==> src/rtl/imem_dmem_port_arbiter_if.sv <==
`timescale 1ns/1ps
// Bundle for the arbiter's core-side (IF/MEM stage) and memory-side signals.
// The slave modport is the arbiter's view; master is the core plus memory model.
interface imem_dmem_port_arbiter_if #(
    parameter int AW = 32,
    parameter int DW = 32
);
    logic            if_req;
    logic [AW-1:0]   if_addr;
    logic            if_flush;
    logic [DW-1:0]   if_rdata;
    logic            if_valid;
    logic            if_stall;

    logic            dm_req;
    logic            dm_we;
    logic [AW-1:0]   dm_addr;
    logic [DW-1:0]   dm_wdata;
    logic [DW/8-1:0] dm_be;
    logic [DW-1:0]   dm_rdata;
    logic            dm_valid;
    logic            dm_stall;

    logic            mem_req;
    logic            mem_we;
    logic [AW-1:0]   mem_addr;
    logic [DW-1:0]   mem_wdata;
    logic [DW/8-1:0] mem_be;
    logic            mem_gnt;
    logic            mem_rvalid;
    logic [DW-1:0]   mem_rdata;

    modport slave (
        input  if_req, if_addr, if_flush,
        output if_rdata, if_valid, if_stall,
        input  dm_req, dm_we, dm_addr, dm_wdata, dm_be,
        output dm_rdata, dm_valid, dm_stall,
        output mem_req, mem_we, mem_addr, mem_wdata, mem_be,
        input  mem_gnt, mem_rvalid, mem_rdata
    );

    modport master (
        output if_req, if_addr, if_flush,
        input  if_rdata, if_valid, if_stall,
        output dm_req, dm_we, dm_addr, dm_wdata, dm_be,
        input  dm_rdata, dm_valid, dm_stall,
        input  mem_req, mem_we, mem_addr, mem_wdata, mem_be,
        output mem_gnt, mem_rvalid, mem_rdata
    );
endinterface

==> src/rtl/imem_dmem_port_arbiter.sv <==
`timescale 1ns/1ps
// Shares one memory port between IF fetch and MEM load/store, one transaction at a time.
// Defining ARB_PERF_CNT_EN adds saturating stall-cycle counters.
module imem_dmem_port_arbiter #(
    parameter int AW              = 32,
    parameter int DW              = 32,
    parameter int MAX_DATA_STREAK = 4
) (
    input  logic clk,
    input  logic rst_n,
    imem_dmem_port_arbiter_if.slave bus
`ifdef ARB_PERF_CNT_EN
    ,
    output logic [31:0] perf_if_stall_cyc,
    output logic [31:0] perf_dm_stall_cyc
`endif
);
    typedef enum logic [2:0] {IDLE, REQ_D, REQ_I, RSP_D, RSP_I} state_t;

    localparam int SW = $clog2(MAX_DATA_STREAK + 1);
    localparam logic [SW-1:0] STREAK_MAX = SW'(MAX_DATA_STREAK);

    state_t          state;
    logic [SW-1:0]   streak;
    logic            kill;
    logic            mem_req;
    logic            mem_we;
    logic [AW-1:0]   mem_addr;
    logic [DW-1:0]   mem_wdata;
    logic [DW/8-1:0] mem_be;
    logic [DW-1:0]   if_rdata;
    logic [DW-1:0]   dm_rdata;
    logic            if_valid;
    logic            dm_valid;
    logic            if_stall;
    logic            dm_stall;
    logic            pick_d;
    logic            pick_i;

    // Data wins unless a pending fetch has already watched MAX_DATA_STREAK data grants.
    always_comb begin
        pick_d = 1'b0;
        pick_i = 1'b0;
        if (state == IDLE) begin
            if (bus.dm_req && !(bus.if_req && streak == STREAK_MAX)) begin
                pick_d = 1'b1;
            end else if (bus.if_req && !bus.if_flush) begin
                pick_i = 1'b1;
            end
        end
    end

    assign if_stall = bus.if_req & ~if_valid;
    assign dm_stall = bus.dm_req & ~dm_valid;

    always_ff @(posedge clk or negedge rst_n) begin
        if (!rst_n) begin
            state     <= IDLE;
            streak    <= '0;
            kill      <= 1'b0;
            mem_req   <= 1'b0;
            mem_we    <= 1'b0;
            mem_addr  <= '0;
            mem_wdata <= '0;
            mem_be    <= '0;
            if_rdata  <= '0;
            dm_rdata  <= '0;
            if_valid  <= 1'b0;
            dm_valid  <= 1'b0;
        end else begin
            if_valid <= 1'b0;
            dm_valid <= 1'b0;
            case (state)
                IDLE: begin
                    if (pick_d) begin
                        state     <= REQ_D;
                        mem_req   <= 1'b1;
                        mem_we    <= bus.dm_we;
                        mem_addr  <= bus.dm_addr;
                        mem_wdata <= bus.dm_wdata;
                        mem_be    <= bus.dm_be;
                    end else if (pick_i) begin
                        state     <= REQ_I;
                        mem_req   <= 1'b1;
                        mem_we    <= 1'b0;
                        mem_addr  <= bus.if_addr;
                        mem_wdata <= '0;
                        mem_be    <= '1;
                    end
                end
                REQ_D: begin
                    if (bus.mem_gnt) begin
                        state   <= RSP_D;
                        mem_req <= 1'b0;
                    end
                end
                REQ_I: begin
                    if (bus.if_flush) begin
                        kill <= 1'b1;
                    end
                    if (bus.mem_gnt) begin
                        state   <= RSP_I;
                        mem_req <= 1'b0;
                    end
                end
                RSP_D: begin
                    // A store's ack carries no data, so the last load value is kept.
                    if (bus.mem_rvalid) begin
                        state    <= IDLE;
                        dm_valid <= 1'b1;
                        if (!mem_we) begin
                            dm_rdata <= bus.mem_rdata;
                        end
                    end
                end
                RSP_I: begin
                    if (bus.mem_rvalid) begin
                        state <= IDLE;
                        kill  <= 1'b0;
                        if (!(kill || bus.if_flush)) begin
                            if_rdata <= bus.mem_rdata;
                            if_valid <= 1'b1;
                        end
                    end else if (bus.if_flush) begin
                        kill <= 1'b1;
                    end
                end
                default: state <= IDLE;
            endcase

            if (!bus.if_req || pick_i) begin
                streak <= '0;
            end else if (pick_d && streak != STREAK_MAX) begin
                streak <= streak + 1'b1;
            end
        end
    end

`ifdef ARB_PERF_CNT_EN
    always_ff @(posedge clk or negedge rst_n) begin
        if (!rst_n) begin
            perf_if_stall_cyc <= '0;
            perf_dm_stall_cyc <= '0;
        end else begin
            if (if_stall && perf_if_stall_cyc != 32'hFFFF_FFFF) begin
                perf_if_stall_cyc <= perf_if_stall_cyc + 32'd1;
            end
            if (dm_stall && perf_dm_stall_cyc != 32'hFFFF_FFFF) begin
                perf_dm_stall_cyc <= perf_dm_stall_cyc + 32'd1;
            end
        end
    end
`endif

    assign bus.mem_req   = mem_req;
    assign bus.mem_we    = mem_we;
    assign bus.mem_addr  = mem_addr;
    assign bus.mem_wdata = mem_wdata;
    assign bus.mem_be    = mem_be;
    assign bus.if_rdata  = if_rdata;
    assign bus.dm_rdata  = dm_rdata;
    assign bus.if_valid  = if_valid;
    assign bus.dm_valid  = dm_valid;
    assign bus.if_stall  = if_stall;
    assign bus.dm_stall  = dm_stall;
endmodule

==> src/flat_wrapper.sv <==
// flat-port wrapper written by rule: the top's interface ports become plain ports
module imem_dmem_port_arbiter_flat 
#(
    parameter int AW              = 32,
    parameter int DW              = 32,
    parameter int MAX_DATA_STREAK = 4
)
  (clk, rst_n, bus_if_req, bus_if_addr, bus_if_flush, bus_if_rdata, bus_if_valid, bus_if_stall, bus_dm_req, bus_dm_we, bus_dm_addr, bus_dm_wdata, bus_dm_be, bus_dm_rdata, bus_dm_valid, bus_dm_stall, bus_mem_req, bus_mem_we, bus_mem_addr, bus_mem_wdata, bus_mem_be, bus_mem_gnt, bus_mem_rvalid, bus_mem_rdata);
  imem_dmem_port_arbiter_if #(.AW(AW), .DW(DW)) bus_i ();
  input  logic clk;
  input  logic rst_n;
  input wire logic [$bits(bus_i.if_req)-1:0] bus_if_req;
  input wire logic [$bits(bus_i.if_addr)-1:0] bus_if_addr;
  input wire logic [$bits(bus_i.if_flush)-1:0] bus_if_flush;
  output wire logic [$bits(bus_i.if_rdata)-1:0] bus_if_rdata;
  output wire logic [$bits(bus_i.if_valid)-1:0] bus_if_valid;
  output wire logic [$bits(bus_i.if_stall)-1:0] bus_if_stall;
  input wire logic [$bits(bus_i.dm_req)-1:0] bus_dm_req;
  input wire logic [$bits(bus_i.dm_we)-1:0] bus_dm_we;
  input wire logic [$bits(bus_i.dm_addr)-1:0] bus_dm_addr;
  input wire logic [$bits(bus_i.dm_wdata)-1:0] bus_dm_wdata;
  input wire logic [$bits(bus_i.dm_be)-1:0] bus_dm_be;
  output wire logic [$bits(bus_i.dm_rdata)-1:0] bus_dm_rdata;
  output wire logic [$bits(bus_i.dm_valid)-1:0] bus_dm_valid;
  output wire logic [$bits(bus_i.dm_stall)-1:0] bus_dm_stall;
  output wire logic [$bits(bus_i.mem_req)-1:0] bus_mem_req;
  output wire logic [$bits(bus_i.mem_we)-1:0] bus_mem_we;
  output wire logic [$bits(bus_i.mem_addr)-1:0] bus_mem_addr;
  output wire logic [$bits(bus_i.mem_wdata)-1:0] bus_mem_wdata;
  output wire logic [$bits(bus_i.mem_be)-1:0] bus_mem_be;
  input wire logic [$bits(bus_i.mem_gnt)-1:0] bus_mem_gnt;
  input wire logic [$bits(bus_i.mem_rvalid)-1:0] bus_mem_rvalid;
  input wire logic [$bits(bus_i.mem_rdata)-1:0] bus_mem_rdata;
  assign bus_i.if_req = bus_if_req;
  assign bus_i.if_addr = bus_if_addr;
  assign bus_i.if_flush = bus_if_flush;
  assign bus_if_rdata = bus_i.if_rdata;
  assign bus_if_valid = bus_i.if_valid;
  assign bus_if_stall = bus_i.if_stall;
  assign bus_i.dm_req = bus_dm_req;
  assign bus_i.dm_we = bus_dm_we;
  assign bus_i.dm_addr = bus_dm_addr;
  assign bus_i.dm_wdata = bus_dm_wdata;
  assign bus_i.dm_be = bus_dm_be;
  assign bus_dm_rdata = bus_i.dm_rdata;
  assign bus_dm_valid = bus_i.dm_valid;
  assign bus_dm_stall = bus_i.dm_stall;
  assign bus_mem_req = bus_i.mem_req;
  assign bus_mem_we = bus_i.mem_we;
  assign bus_mem_addr = bus_i.mem_addr;
  assign bus_mem_wdata = bus_i.mem_wdata;
  assign bus_mem_be = bus_i.mem_be;
  assign bus_i.mem_gnt = bus_mem_gnt;
  assign bus_i.mem_rvalid = bus_mem_rvalid;
  assign bus_i.mem_rdata = bus_mem_rdata;
  imem_dmem_port_arbiter #(.AW(AW), .DW(DW), .MAX_DATA_STREAK(MAX_DATA_STREAK)) u_core (.clk(clk), .rst_n(rst_n), .bus(bus_i));
endmodule
==> config.mk <==
export PLATFORM = sky130hd
export DESIGN_NAME = imem_dmem_port_arbiter_flat
export DESIGN_NICKNAME = d
export VERILOG_FILES = /design/src/rtl/imem_dmem_port_arbiter_if.sv /design/src/rtl/imem_dmem_port_arbiter.sv /design/src/flat_wrapper.sv
export SDC_FILE = /design/constraint.sdc
export NUM_CORES = 1
export LEC_CHECK = 0
export ABC_AREA = 1
export CAP_MARGIN = 30
export CORE_UTILIZATION = 41
export DETAILED_ROUTE_END_ITERATION = 16
export GPL_ROUTABILITY_DRIVEN = 0
export PLACE_DENSITY = 0.81
export SLEW_MARGIN = 20
export SYNTH_ARGS = -nofsm -noshare
export SYNTH_HDL_FRONTEND = slang
export SYNTH_SLANG_ARGS = --single-unit
==> constraint.sdc <==
create_clock -name clk -period 2.1 [get_ports clk]
set_input_delay 0.21 -clock clk [delete_from_list [all_inputs] [get_ports clk]]
set_output_delay 0.21 -clock clk [all_outputs]
set_load 0.01 [all_outputs]
# Word-level counts from Yosys, hierarchy flattened
# Index checks and enable logic that the tools add are counted.
# W data, S select, Z words.
[totals]
output_inout_bits = 138
reg_bits = 143
word_cells = 84
[op_classes]
n_reduce_logical = 21
addsub = 1
bitwise = 6
muxes = 33
n_eq_ne = 11
[op_table]
columns = ["operator", "n"]
rows = [
  ["$mux W32", 4],
  ["$mux W3", 7],
  ["$mux W1", 17],
  ["$pmux W3 S4", 1],
  ["$reduce_and A3 Y1", 3],
  ["$mux W4", 2],
  ["$reduce_bool A2 Y1", 4],
  ["$eq A3 B2 Y1 const B", 2],
  ["$eq A3 B3 Y1 const B", 2],
  ["$logic_and A1 B1 Y1", 4],
  ["$ne A2 B1 Y1 const B", 2],
  ["$ne A2 B2 Y1 const B", 2],
  ["$not A1 Y1", 4],
  ["$pmux W1 S2", 2],
  ["$reduce_and A4 Y1", 1],
  ["$reduce_or A2 Y1", 2],
  ["$add A3 B1 Y3 const B", 1],
  ["$eq A3 B1 Y1 const B", 1],
  ["$logic_not A1 Y1", 3],
  ["$logic_not A3 Y1", 1],
  ["$ne A3 B1 Y1 const B", 1],
  ["$ne A3 B3 Y1 const B", 1],
  ["$and A1 B1 Y1", 2],
  ["$logic_or A1 B1 Y1", 2],
  ["$reduce_and A2 Y1", 1],
]

# Longest topological paths before layout
# Gate-level depths: netlist of run 1.
[logic_depth]
ltp_word = 9
ltp_mapped = 10
depth_no_buf = 9

# Least setup slack after synthesis of run 1
# Ideal clock, no wire load.
[synth_path]
path_kind = "reg2reg"
from = "reg u_core.streak[0]"
to = "reg u_core.mem_addr[18] (netlist: u_core.bus.mem_addr[18])"
slack_ns = 0.572
setup_time_ns = 0.124
n_path_buf = 2
stages_incl_launch_ff = 11
t_arrival_ns = 1.404
cell_sequence = "dfrtp_1 > inv_1 > ha_1 > nand3_1 > nand2_1 > nor2_4 > nor2_2 > buf_4 > buf_6 > nand2_1 > nand3_1"
[synth_between]
elab_chain_cells = 8
[synth_rtl]
columns = ["element", "line_no", "rtl"]
rows = [
  ["start: declaration", "imem_dmem_port_arbiter.sv:24", "logic [SW-1:0] streak;"],
  ["start signal: assignment", "imem_dmem_port_arbiter.sv:134", "streak <= streak + 1'b1;"],
  ["$eq A3 B3 Y1 (*)", "imem_dmem_port_arbiter.sv:45", "if (bus.dm_req && !(bus.if_req && streak == STREAK_MAX)) begin"],
  ["$logic_and A1 B1 Y1 (*)", "imem_dmem_port_arbiter.sv:45", ""],
  ["$logic_not A1 Y1 (*)", "imem_dmem_port_arbiter.sv:45", ""],
  ["$logic_and A1 B1 Y1 (*)", "imem_dmem_port_arbiter.sv:45", ""],
  ["$mux W1", "imem_dmem_port_arbiter.sv:45", ""],
  ["$mux W1", "imem_dmem_port_arbiter.sv:44", "if (state == IDLE) begin"],
  ["$reduce_bool A2 Y1 (no source line)", "n/a", ""],
  ["$reduce_and A2 Y1 (no source line)", "n/a", ""],
  ["end signal: assignment", "imem_dmem_port_arbiter.sv:79", "mem_addr <= bus.dm_addr;"],
  ["end signal: assignment", "imem_dmem_port_arbiter.sv:86", "mem_addr <= bus.if_addr;"],
  ["end: declaration", "imem_dmem_port_arbiter.sv:28", "logic [AW-1:0] mem_addr;"],
]
# Mark *: on every way between the ends. The rest lies on a longest branch, timed or not.
# A chain may end at the register's enable or synchronous reset.

# Final worst setup path of run 1
[layout_path]
from = "reg u_core.streak[0]"
to = "reg u_core.streak[0]"
[layout_between]
elab_chain_cells = 8
[layout_rtl]
columns = ["element", "line_no"]
rows = [
  ["$eq A3 B3 Y1", "imem_dmem_port_arbiter.sv:45"],
  ["$logic_and A1 B1 Y1", "imem_dmem_port_arbiter.sv:45"],
  ["$logic_not A1 Y1", "imem_dmem_port_arbiter.sv:45"],
  ["$logic_and A1 B1 Y1", "imem_dmem_port_arbiter.sv:45"],
  ["$mux W1", "imem_dmem_port_arbiter.sv:45"],
  ["$mux W1", "imem_dmem_port_arbiter.sv:44"],
  ["$logic_or A1 B1 Y1 or $logic_and A1 B1 Y1 (tied branches)", "imem_dmem_port_arbiter.sv:131, imem_dmem_port_arbiter.sv:133"],
  ["$mux W3 or $reduce_bool A2 Y1 (tied branches)", "n/a"],
]
# Several ways; a longest one is shown, not always the timed one. The select of a mux whose other input is x is not followed.

==> impl_results.md, run 1 <==
- Min-delay worst type: in -> async
- Grt ovf: 0
- CP Capture Type: flip-flop
- Max FO, Critical Path: 19
- Main synth FF type: dfrtp_1
- Worst path bufs/invs: 2
- Setup TNS: 0 ps
- Initial detailed-routing violation count: 303
- Worst reg-to-reg path cell count: 10
- Clock Path Buffers: 2
- Final setup viols: 0
- Yosys top cell by area: dfrtp_1
- Largest net degree at the start of global routing: 66
- Postcts setup bufs: 0
- Peak Freq: 543 MHz
- RR Endpoint: u_core.streak[0]$_DFFE_PN0P_
- I/O Buffers: 277
- Final max-slew violation count: 0
- Ranking of synthesized cells by area: dfrtp_1, nand2_1, nand3_1
- Avg Inst Size Synth: 8.88 sq um
- CP endpoint: u_core.streak[0]$_DFFE_PN0P_
- Synthesis-to-layout area growth: 62.2%
- WL/cell: 16.0 um
- Ys async rst share: 1.00
- DR pass1 iterations: 4
- Gate power share: 0.415
- Critical path depth: 10
- CTS sink cnt: 143
- Post-synth cell types: 23
- Post-layout minimum cycle time: 1840 ps
- Crit. Startpoint: u_core.streak[0]$_DFFE_PN0P_
- Status: complete, no violations
- Cts repair resizes: 0
- Reg power frac: 0.344
- Antenna violations before repair: 1
- Overall die area: 14700 sq um
- HPWL Detailed: 12500 um
- Wire length of the first global-routing pass: 27400 um
- Leak Pwr: 0.00451 uW
- Synthesized Nets: 797
- Synthesis-stage register bit count: 143
- Via/cell ratio: 4.80
- Post-Place Worst Slack: 223 ps
- Crit path required time: 2440 ps
- Final #Nets: 1073
- Critical path arrival: 2180 ps
- Boundary pin count: 278
- Post-synth EDFFs: 0
- Pin slew with the least headroom to its limit: 409 ps
- Total GRT Usage: 0.248
- Critical R2R Launch: u_core.streak[0]$_DFFE_PN0P_
- Sw Share: 0.334
- Core region area: 13900 sq um
- Share of post-route cells with drive strength above 1: 0.0573
- Maximum VDD drop: 0.802 mV
- Count of final hold-check violations: 0
- Final Skew: 8.00 ps
- Cells after Synth: 655
- Die Ht: 121 um
- ANT nets after route: 0
- Final Cell Area: 9440 sq um
- Register area share after synthesis: 0.615
- Clock transition at the registers of the reported paths: 60 ps
- Final Cycle Share: 0.876
- Drt total wl: 17900 um
- Post-synth top area share: 0.615
- R2R Setup Slk: 260 ps
- Hold Slack: 265 ps
- Most frequent CP cell: nand2_1
- Site Rows: 43
- Vias in the first global route: 5294
- Vias: 5390
- Power share of the clock group: 0.241
- Die W: 121 um
- Most frequent cells after synthesis: nand2_1, dfrtp_1, nand3_1, inv_1, o21ai_0
- CTS tree: built
- Pwr dens: 1450 nW/um^2
- Cells along the critical path: inv_1 > ha_1 > nand3_1 > nand2_1 > nor2_4 > buf_4 > nand2_1 > nand2_1 > nand2_1 > nor2_1
- Sw power: 4560 uW
- Critical path class: reg -> reg
- CP max-delay cell: dfrtp_1
- RSZ-0062 raised after global routing: no
- CP max stage delay: 370 ps
- DRC violations left: 0
- Post-Syn Area: 5820 sq um
- CTS H-Tree Depth: 4
- Skew-Pair Late Insertion Delay: 420 ps
- Yosys Warn Count: 0
- Top-count cell post-synth: nand2_1
- Placed Area: 8790 sq um
- Worst slew margin: 0.727
- CTS buffer count: 17
- Clk root buf: clkbuf_16
- Fin worst setup slack: 259 ps
- Max-cap violations: 0
- Launching element type of the critical path: flip-flop
- Initial Util: 0.419
- Internal power: 9080 uW
- Critical path's top delay family: simple AND/OR/NAND/NOR gates
==> stage by stage <==
step,instances,total power [uW],utilization
3_3_place_gp,1091,10200,0.633
5_1_grt,1124,14500,0.680
4_1_cts,1123,13800,0.680
3_5_place_dp,1091,10400,0.633
6_report,1124,13600,0.680
2_1_floorplan,655,7060,-
==> sequential cells by signal, summed over array words and instances (netlist names), 3 cells and up <==
register,count
u_core.bus.if_rdata,32
u_core.bus.mem_wdata,32
u_core.bus.mem_be,4
u_core.bus.mem_addr,32
u_core.state,3
u_core.bus.dm_rdata,32
u_core.streak,3
==> final cells by class <==
| type | instances | area (sq um) |
|---|---|---|
| antenna | 1 | 2.50 |
| clock buffer | 17 | 425 |
| clock inverter | 14 | 213 |
| fill | 1042 | 4440 |
| inverter | 52 | 195 |
| multi-input combinational | 427 | 1850 |
| sequential | 143 | 3580 |
| tap | 180 | 225 |
| timing repair buffer | 290 | 2950 |
==> how the worst min path moves through the flow <==
stage | endpoint | slack [ps]
floorplan | u_core.bus.dm_rdata[0]$_DFFE_PN0P_ | -90
global placement | u_core.bus.if_rdata[31]$_DFFE_PN0P_ | 150
detailed placement | u_core.bus.if_rdata[31]$_DFFE_PN0P_ | 150
CTS | u_core.bus.if_rdata[31]$_DFFE_PN0P_ | 280
global route | u_core.bus.if_rdata[31]$_DFFE_PN0P_ | 290
finish | u_core.bus.if_rdata[31]$_DFFE_PN0P_ | 260
==> layer usage <==
layer  routed length (um)  up-vias  share of wire  GRT usage
li1                     -     2611              -          -
met1                 6930     2536           0.39      0.282
met2                 8720      219           0.49      0.415
met3                 1970       24           0.11      0.110
met4                  316        0          0.018     0.0795
met5                    0        -              0          0
==> repair_timing <==
action / CTS / global route
hold endpoints to repair: 39 / 0
setup endpoints to repair: 0 / 0
hold buffers: 1 / 0
==> cells in the final DEF, fill, tap and decap left out <==
cell type / instances
buf_4: 6
bufinv_16: 5
clkinv_2: 4
nand4_1: 5
nand3_1: 58
nand2_1: 247
clkinv_4: 1
inv_1: 50
o21ai_0: 47
xor2_1: 1
buf_6: 1
o21ai_1: 25
clkbuf_16: 17
nor2_1: 24
buf_12: 6
o22ai_1: 1
nor2_2: 2
a31oi_1: 1
nor2_4: 3
nand2_2: 3
inv_2: 2
inv_6: 3
a21oi_1: 8
dlygate4sd3_1: 1
clkdlybuf4s50_1: 276
ha_1: 2
dfrtp_1: 143
clkinvlp_4: 1
diode_2: 1
==> power groups by stage <==
stage | clock network, uW | logic, uW | registers, uW
finish | 3290 | 5660 | 4700
global route | 3470 | 6190 | 4830
CTS | 3360 | 5740 | 4700
detailed placement | 0 | 5700 | 4700
global placement | 0 | 5560 | 4680
floorplan | 0 | 1850 | 5200
==> logic make-up (layout without fill, tap and decap cells) <==
group / after synthesis / after routing / synth area share
other: 0 / 1 / 0
adder cells (fa/ha/maj): 2 / 2 / 0.00430
flip-flops: 143 / 143 / 0.615
buffers and inverters: 85 / 373 / 0.0679
AO/OA/AOI/OAI: 82 / 82 / 0.0710
XOR/XNOR: 1 / 1 / 0.00151
AND/OR/NAND/NOR: 342 / 342 / 0.240
Power figures use the tool's default switching activity.
==> inputs of run 2 (changes only) <==
--- a/config.mk
+++ b/config.mk
@@ -7,10 +7,10 @@
 export LEC_CHECK = 0
 export ABC_AREA = 1
 export CAP_MARGIN = 30
-export CORE_UTILIZATION = 41
+export CORE_UTILIZATION = 37
 export DETAILED_ROUTE_END_ITERATION = 16
 export GPL_ROUTABILITY_DRIVEN = 0
-export PLACE_DENSITY = 0.81
+export PLACE_DENSITY = 0.77
 export SLEW_MARGIN = 20
 export SYNTH_ARGS = -nofsm -noshare
 export SYNTH_HDL_FRONTEND = slang
==> constraint.sdc (replaced) <==
create_clock -name clk -period 1.5 [get_ports clk]
set_input_delay 0.15 -clock clk [delete_from_list [all_inputs] [get_ports clk]]
set_output_delay 0.15 -clock clk [all_outputs]
set_load 0.01 [all_outputs]
==> impl_results.md, run 2 (synthesized netlist as in run 1, its figures left out) <==
- Status: finished with violations
- Violated checks: negative setup slack
- Critical path class: reg -> reg
- Core region area: 15300 sq um (+9.9%)
- Leak Pwr: 0.00605 uW (+34%)
- Gate power share: 0.440 (+0.025)
- CP Capture Type: flip-flop
- RSZ-0062 raised after global routing: yes
- Commonest non-fill, non-tap cell in the layout: nand2_1
- Crit path required time: 1800 ps (-640 ps)
- Largest net degree at the start of global routing: 66 (unchanged)
- Final Skew: 7.32 ps (-0.686 ps)
- Reg power frac: 0.335 (-0.009)
- Vias in the first global route: 5411 (+2.2%)
- Drt total wl: 18900 um (+5.6%)
- Initial detailed-routing violation count: 279 (-7.9%)
- Commonest non-fill, non-tap cells in the layout: nand2_1, clkdlybuf4s50_1, dfrtp_1
- Peak Freq: 646 MHz (+19%)
- Pwr dens: 1910 nW/um^2 (+32%)
- Power share of the clock group: 0.225 (-0.016)
- DR pass1 iterations: 5 (+1)
- Final Cycle Share: 1.03 (+0.156)
- Grt ovf: 0 (unchanged)
- Antenna violations before repair: 0 (-1)
- Share of post-route cells with drive strength above 1: 0.133 (+0.0761)
- Maximum VDD drop: 1.02 mV (+27%)
- Clock Path Buffers: 2 (unchanged)
- CTS tree: built
- Via/cell ratio: 4.70 (-2.0%)
- Post-layout minimum cycle time: 1550 ps (-292 ps)
- Final max-slew violation count: 0 (unchanged)
- DRC violations left: 0 (unchanged)
- ANT nets after route: 0 (unchanged)
- R2R Setup Slk: -50 ps (-310 ps)
- Sw Share: 0.352 (+0.0180)
- Overall die area: 16200 sq um (+11%)
- Count of final hold-check violations: 0 (unchanged)
- Synthesis-to-layout area growth: 75.9%
- Critical R2R Launch: u_core.streak[0]$_DFFE_PN0P_
- Clock transition at the registers of the reported paths: 60 ps (about the same)
- Pin slew with the least headroom to its limit: 403 ps (-5.43 ps)
- Worst slew margin: 0.731 (+0.00362)
- Clk root buf: clkbuf_16
- CTS sink cnt: 143 (unchanged)
- Vias: 5575 (+3.4%)
- Skew-Pair Late Insertion Delay: 420 ps (about the same)
- Critical path arrival: 1850 ps (-330 ps)
- CTS buffer count: 17 (unchanged)
- Internal power: 12700 uW (+39%)
- Fin worst setup slack: -49.0 ps (-308 ps)
- Worst reg-to-reg path cell count: 10 (unchanged)
- Wire length of the first global-routing pass: 27200 um (-0.78%)
- CTS H-Tree Depth: 4 (unchanged)
- Final #Nets: 1104 (+2.9%)
- Max-cap violations: 0 (unchanged)
- Max FO, Critical Path: 6 (-13)
- # diodes: 0 (-1)
- Die Ht: 127 um (+5.2%)
- WL/cell: 16.0 um (+0.10%)
- Launching element type of the critical path: flip-flop
- Min-delay worst type: in -> async
- Initial Util: 0.381 (-0.0378)
- Post-Place Worst Slack: -120 ps (-343 ps)
- Total GRT Usage: 0.219 (-0.0286)
- RR Endpoint: u_core.bus.mem_addr[12]$_DFFE_PN0P_
- Site Rows: 45 (+4.7%)
- Boundary pin count: 278 (unchanged)
- Sw power: 6890 uW (+51%)
- I/O Buffers: 277 (unchanged)
- Die W: 127 um (+5.2%)
- Hold Slack: 204 ps (-60.9 ps)
- Final setup viols: 56 (+56)
- HPWL Detailed: 12500 um (+0.18%)
run 2: metrics by stage:
step | TNS, ps | power (uW) | cell area [sq um] | util | std cells
after detailed placement | -6140 | 14800 | 9010 | 0.591 | 1140
after floorplan | 0 | 9880 | 5820 | - | 655
after global routing | -6720 | 20800 | 10200 | 0.671 | 1186
after global placement | -3320 | 14600 | 9010 | 0.591 | 1140
after CTS | -576 | 19000 | 9600 | 0.629 | 1173
final | -1280 | 19600 | 10200 | 0.671 | 1186
run 2: area by class of cell:
class	count	area, sq um
sequential	143	3580
clock buffer	18	429
tap	211	264
multi-input combinational	427	2030
fill	1184	5020
timing repair buffer	321	3550
clock inverter	14	181
inverter	52	198
run 2: power groups by stage:
stage / clock [uW] / sequential, uW / combinational, uW
after floorplan: 0 / 7280 / 2590
after global placement: 0 / 6500 / 8090
after detailed placement: 0 / 6540 / 8210
after CTS: 4490 / 6510 / 7990
after global routing: 4660 / 6760 / 9350
final: 4400 / 6540 / 8610
run 2: critical path: stages (launching register included):
cell       delay, ps
dfrtp_1          370
inv_2             60
ha_4             150
nand3_2           70
nand2_2           70
nor2_4           180
nor2_4            80
buf_12           150
clkbuf_16        170
nand2_2           70
nand3_2           60
run 2: worst max path at each step:
| stage | to | depth (start not counted) | from | slack, ps |
|---|---|---|---|---|
| after floorplan | u_core.bus.mem_addr[18]$_DFFE_PN0P_ | 10 | u_core.streak[0]$_DFFE_PN0P_ | 20 |
| after global placement | u_core.streak[2]$_DFFE_PN0P_ | 7 | bus_if_req | -100 |
| after detailed placement | u_core.bus.mem_addr[25]$_DFFE_PN0P_ | 8 | bus_if_req | -120 |
| after CTS | u_core.bus.mem_addr[25]$_DFFE_PN0P_ | 8 | u_core.streak[0]$_DFFE_PN0P_ | -30 |
| after global routing | u_core.bus.mem_wdata[4]$_DFFE_PN0P_ | 10 | u_core.streak[0]$_DFFE_PN0P_ | -140 |
| final | u_core.bus.mem_addr[12]$_DFFE_PN0P_ | 10 | u_core.streak[0]$_DFFE_PN0P_ | -50 |
run 2: what timing repair did:
action | in CTS | in global routing
pin swaps | 0 | 4
hold buffers | 1 | 0
resized for setup | 36 | 147
setup endpoints to repair | 68 | 162
hold endpoints to repair | 103 | 0
gates cloned | 0 | 8
setup buffers | 0 | 5
run 2: layer usage:
| metal | up-vias | track usage | share of wire |
|---|---|---|---|
| met5 | - | 0 | 0 |
| met4 | 0 | 0.0665 | 0.021 |
| met3 | 32 | 0.101 | 0.11 |
| met2 | 262 | 0.368 | 0.48 |
| met1 | 2597 | 0.249 | 0.39 |
| li1 | 2684 | - | - |
